==> src/rtl/hovalaag_input_fifo.sv <==
// Dual-channel host input FIFO feeding the IN1/IN2 ports of the Hovalaag core.
// One shared push port steered by wr_sel; each channel pops independently.
module hovalaag_input_fifo #(
    parameter int unsigned DEPTH = 16,
    parameter int unsigned AW    = 4
) (
    input  logic          clk,
    input  logic          rst,
    input  logic          wr_valid,
    input  logic          wr_sel,
    input  logic [11:0]   wr_data,
    output logic          wr_ready,
    output logic [11:0]   IN1,
    input  logic          IN1_adv,
    output logic [11:0]   IN2,
    input  logic          IN2_adv,
    output logic [AW:0]   count1,
    output logic [AW:0]   count2,
    output logic          underflow1,
    output logic          underflow2
);

    localparam int unsigned W = 12;

    logic [1:0]   adv;
    logic [1:0]   full;
    logic [1:0]   push;
    logic [1:0]   underflow;
    logic [W-1:0] head  [2];
    logic [AW:0]  count [2];

    assign adv = {IN2_adv, IN1_adv};

    // Push is only accepted into a channel with room; a full channel ignores the word.
    assign push[0]  = wr_valid & ~wr_sel & ~full[0];
    assign push[1]  = wr_valid &  wr_sel & ~full[1];
    assign wr_ready = wr_sel ? ~full[1] : ~full[0];

    for (genvar g = 0; g < 2; g++) begin : g_ch
        logic [W-1:0]  mem [DEPTH];
        logic [AW-1:0] rd_ptr;
        logic [AW-1:0] wr_ptr;
        logic [AW:0]   cnt;
        logic          uf;
        logic          empty;
        logic          pop;

        assign empty     = (cnt == '0);
        assign pop       = adv[g] & ~empty;
        assign full[g]   = (cnt == (AW+1)'(DEPTH));
        assign head[g]   = empty ? '0 : mem[rd_ptr];
        assign count[g]  = cnt;
        assign underflow[g] = uf;

        // Storage is not reset; reset only empties the channel via its pointers.
        always_ff @(posedge clk) begin
            if (!rst && push[g]) begin
                mem[wr_ptr] <= wr_data;
            end
        end

        always_ff @(posedge clk) begin
            if (rst) begin
                rd_ptr <= '0;
                wr_ptr <= '0;
                cnt    <= '0;
                uf     <= 1'b0;
            end else begin
                if (push[g]) begin
                    wr_ptr <= wr_ptr + AW'(1);
                end
                if (pop) begin
                    rd_ptr <= rd_ptr + AW'(1);
                end
                // Sticky until reset: any advance request against an empty channel.
                if (adv[g] && empty) begin
                    uf <= 1'b1;
                end
                if (push[g] && !pop) begin
                    cnt <= cnt + (AW+1)'(1);
                end else if (pop && !push[g]) begin
                    cnt <= cnt - (AW+1)'(1);
                end
            end
        end
    end

    assign IN1        = head[0];
    assign IN2        = head[1];
    assign count1     = count[0];
    assign count2     = count[1];
    assign underflow1 = underflow[0];
    assign underflow2 = underflow[1];

endmodule

==> config.mk <==
export PLATFORM = sky130hd
export DESIGN_NAME = hovalaag_input_fifo
export DESIGN_NICKNAME = d
export VERILOG_FILES = /design/src/rtl/hovalaag_input_fifo.sv
export SDC_FILE = /design/constraint.sdc
export NUM_CORES = 1
export LEC_CHECK = 0
export CAP_MARGIN = 30
export CORE_ASPECT_RATIO = 0.9
export CORE_MARGIN = 2
export CORE_UTILIZATION = 43
export DETAILED_ROUTE_END_ITERATION = 10
export GPL_TIMING_DRIVEN = 0
export MAX_ROUTING_LAYER = met4
export PLACE_DENSITY = 0.59
export SLEW_MARGIN = 30
export SYNTH_ARGS = -nofsm -noshare
export SYNTH_HDL_FRONTEND = slang
export SYNTH_SLANG_ARGS = --single-unit
==> constraint.sdc <==
create_clock -name clk -period 4.4 [get_ports clk]
set_input_delay 1.1 -clock clk [delete_from_list [all_inputs] [get_ports clk]]
set_output_delay 1.1 -clock clk [all_outputs]
set_load 0.01 [all_outputs]
==> results of run 1 <==
==> cells in the final DEF (no fill, tap or decap), types with 9 or more instances in the layout <==
master	n
buf_2	46
dfxtp_1	36
mux4_2	96
edfxtp_1	384
ha_1	19
nor2_1	39
a211oi_1	51
clkbuf_1	25
nor3_2	10
inv_1	12
nand2_1	10
xor2_1	10
mux2i_1	29
clkdlybuf4s50_1	41
nor2b_1	24
nor2_2	12
buf_4	21
clkinv_1	11
a21oi_1	9
clkbuf_16	45
==> flip-flops by register name, indices dropped and copies added (netlist names), named ones only <==
name,count
count1,5
count2,5
g_ch.mem,384
g_ch.rd_ptr,8
g_ch.wr_ptr,8
underflow1,1
underflow2,1
==> cell families (layout without fill, tap and decap cells) <==
logic type               Yosys count  count (layout)
flip-flops                       420             420
AND/OR/NAND/NOR                  128             128
multiplexers                     127             127
AO/OA/AOI/OAI                     77              77
buffers and inverters             60             219
adder cells (fa/ha/maj)           21              21
XOR/XNOR                          17              17
==> cell type report <==
type	instances	area (µm²)	area share [%]
timing repair buffer	81	705.7	3.636
clock buffer	55	1164	5.995
tap	490	613.1	3.159
buffer	47	230.2	1.186
sequential	420	12250	63.12
clock inverter	23	137.6	0.7091
inverter	13	48.80	0.2514
multi-input combinational	370	4259	21.94
==> routing by layer <==
metal	track usage (%)	routed length (µm)	up-vias	part of all wire (%)
met5	-	0	-	0
met4	4.415	561	0	1.5
met3	3.179	1632	46	4.5
met2	28.09	16510	194	46
met1	28.19	17490	4326	48
li1	-	-	3709	-
==> power by group through the flow <==
stage / Clock (W) / Sequential [W] / Combinational [W]
finish: 0.00340 / 0.00454 / 0.00256
global route: 0.00361 / 0.00456 / 0.00276
CTS: 0.00346 / 0.00454 / 0.00259
detailed placement: 0 / 0.00462 / 0.00258
global placement: 0 / 0.00463 / 0.00255
floorplan: 0 / 0.00462 / 0.00157
==> worst paths after layout <==
| kind | from | end |
|---|---|---|
| max | register | IN2[8] |
| min reg2reg | underflow1 | underflow1 |
| min | underflow1 | underflow1 |
| max reg2reg | count2[0] | count2[4] |
==> per-stage QoR <==
step	hold WS (ns)	setup WS, ns	util (%)	total power [W]
after global routing	0.5243	0.06849	50.70	0.01093
after global placement	0.4742	-0.6741	46.53	0.007184
final	0.5022	0.1931	50.70	0.01050
after detailed placement	0.4796	0.3103	47.30	0.007205
after CTS	0.5000	0.1980	50.70	0.01059
after floorplan	0.4847	1.033	-	0.006188
==> tightest hold or removal path, stage by stage (launching register included) <==
cell and delay [ns]:
dfxtp_1 0.34, a21oi_1 0.05, nor2_1 0.07
==> results.sh, run 1 <==
export IMPL_worstPathArrival_ns=3.11
export IMPL_hpwlAfterDp_mm=23.70
export IMPL_root_buffer="clkbuf_16"
export IMPL_start_util_pct=43.54
export IMPL_grt_max_degree=33
export IMPL_min_path_type="register to register"
export IMPL_dieArea_um2=40360
export IMPL_port_buffer_count=53
export IMPL_maxSlewHeadroom_pct=39.30
export IMPL_p_int_w=0.007583
export IMPL_crit_family="buffers and inverters"
export IMPL_rrSetupSlack_ns=1.33
export IMPL_cap_violations=0
export IMPL_critPathLaunchType="register"
export IMPL_synth_simple_area_share_pct=3.896
export IMPL_area_delta_synth_final_pct=16.44
export IMPL_synth_mux_area_share_pct=14.85
export IMPL_synth_top_area_share_pct=69.17
export IMPL_final_area_um2=19410
export IMPL_cts_sinks=420
export IMPL_netlist_area_um2=16670
export IMPL_rows=68
export IMPL_hold_viol=0
export IMPL_rsz0062_at_grt="no"
export IMPL_fillCellCount=3084
export IMPL_routed_wl_mm=36.20
export IMPL_fmax_mhz=237.7
export IMPL_comb_power_share_pct=24.4
export IMPL_drt_pre_antenna_iters=5
export IMPL_cts_tree="built"
export IMPL_cts_buffers=45
export IMPL_die_x_um=211.5
export IMPL_fp_coreArea_um2=38290
export IMPL_clk_latency_ns=0.54
export IMPL_synth_compound_area_share_pct=3.528
export IMPL_layout_drive_gt1_share_pct=26.07
export IMPL_finalSetupViolCount=0
export IMPL_syn_inst=850
export IMPL_synth_top_family_by_area="multiplexers"
export IMPL_post_drt_wl_per_cell_um=24.15
export IMPL_yosysTopAreaCell="edfxtp_1"
export IMPL_max_stage_delay_ns=0.61
export IMPL_path_cells="buf_2, buf_1, buf_2, a211oi_1, a211oi_1, clkdlybuf4s50_1"
export IMPL_synth_cell_types=42
export IMPL_swShare_pct=27.79
export IMPL_fin_tns_setup_ns=0
export IMPL_dp_cells=1421
export IMPL_synth_most_common_cell="edfxtp_1"
export IMPL_maxSlewViolCount=0
export IMPL_postCtsSetupRepairBufs=0
export IMPL_place_gp_congestion=0.8138
export IMPL_ys_seq_elements=420
export IMPL_h_tree_depth=2
export IMPL_pwr_share_clk_pct=32.4
export IMPL_irDropWorstVdd_mv=0.2907
export IMPL_grt_usage_pct=19.12
export IMPL_synthXorXnorAreaFrac_pct=0.8932
export IMPL_drt_iter0_drc=655
export IMPL_critPathMaxFanout=10
export IMPL_syn_mean_instance_area_um2=19.61
export IMPL_grt_overflow=0
export IMPL_postPlaceCellArea_um2=18110
export IMPL_ys_warn_count=0
export IMPL_slowest_stage="clkdlybuf4s50_1"
export IMPL_syn_nets=889
export IMPL_power_density_nw_per_um2=541.0
export IMPL_clock_skew_ns=0.01758
export IMPL_ant_nets=0
export IMPL_status="complete, no violations"
export IMPL_yosysSeqAreaShare_pct=73.50
export IMPL_p_leak_nw=6.067
export IMPL_clk_pin_slew_ns=0.06
export IMPL_grt_pass1_wl_mm=54.54
export IMPL_crit_cells=6
export IMPL_min_period_over_period_pct=95.61
export IMPL_finalNetCount=1017
export IMPL_cp_required_ns=3.30
export IMPL_p_sw_w=0.002918
export IMPL_instances_no_fill=1499
export IMPL_synthTopCellsByArea="edfxtp_1 (69%), mux4_2 (13%), dfxtp_1 (4.3%)"
export IMPL_crit_buf_inv=4
export IMPL_cts_hold_buf=0
export IMPL_p_seq_share_pct=43.3
export IMPL_vias=8275
export IMPL_die_height_um=190.8
export IMPL_period_needed_ns=4.207
export IMPL_tightest_slew_ns=0.9096
export IMPL_worstRegToRegCells=11
export IMPL_antenna_found_initial=0
export IMPL_synth_edf_count=384
export IMPL_synth_adder_area_share_pct=1.666
export IMPL_async_flop_share_pct=0
export IMPL_vias_per_cell=5.520
export IMPL_holdPathStages=2
export IMPL_drc=0
export IMPL_antenna_cells=0
export IMPL_pin_count=55
export IMPL_cts_path_max_buffers=3
export IMPL_ctsResizeCount=0
export IMPL_synth_common_cells="edfxtp_1 (384), mux4_2 (96), a211oi_1 (51), nor2_1 (51), dfxtp_1 (36)"
export IMPL_grt_pass1_vias=8533
export IMPL_cp_end_kind="primary output"
export IMPL_synth_flop_cell="edfxtp_1"
export IMPL_critPathKind="register to primary output"
Power figures use the tool's default switching activity.
==> run 2: changes to the inputs <==
Clock period 4.4 ns to 4.85 ns, I/O delays scaled along.
==> results of run 2 <==
Same layout as run 1 (identical final DEF). Status: complete, no violations.
Main changes from that run: setup slack after placement 0.3103 ns -> 0.6478 ns; setup slack after layout 0.1931 ns -> 0.5306 ns; register-to-register setup slack 1.33 ns -> 1.78 ns; total power 0.01050 W -> 0.009526 W; worst IR drop on VDD 0.2907 mV -> 0.2637 mV
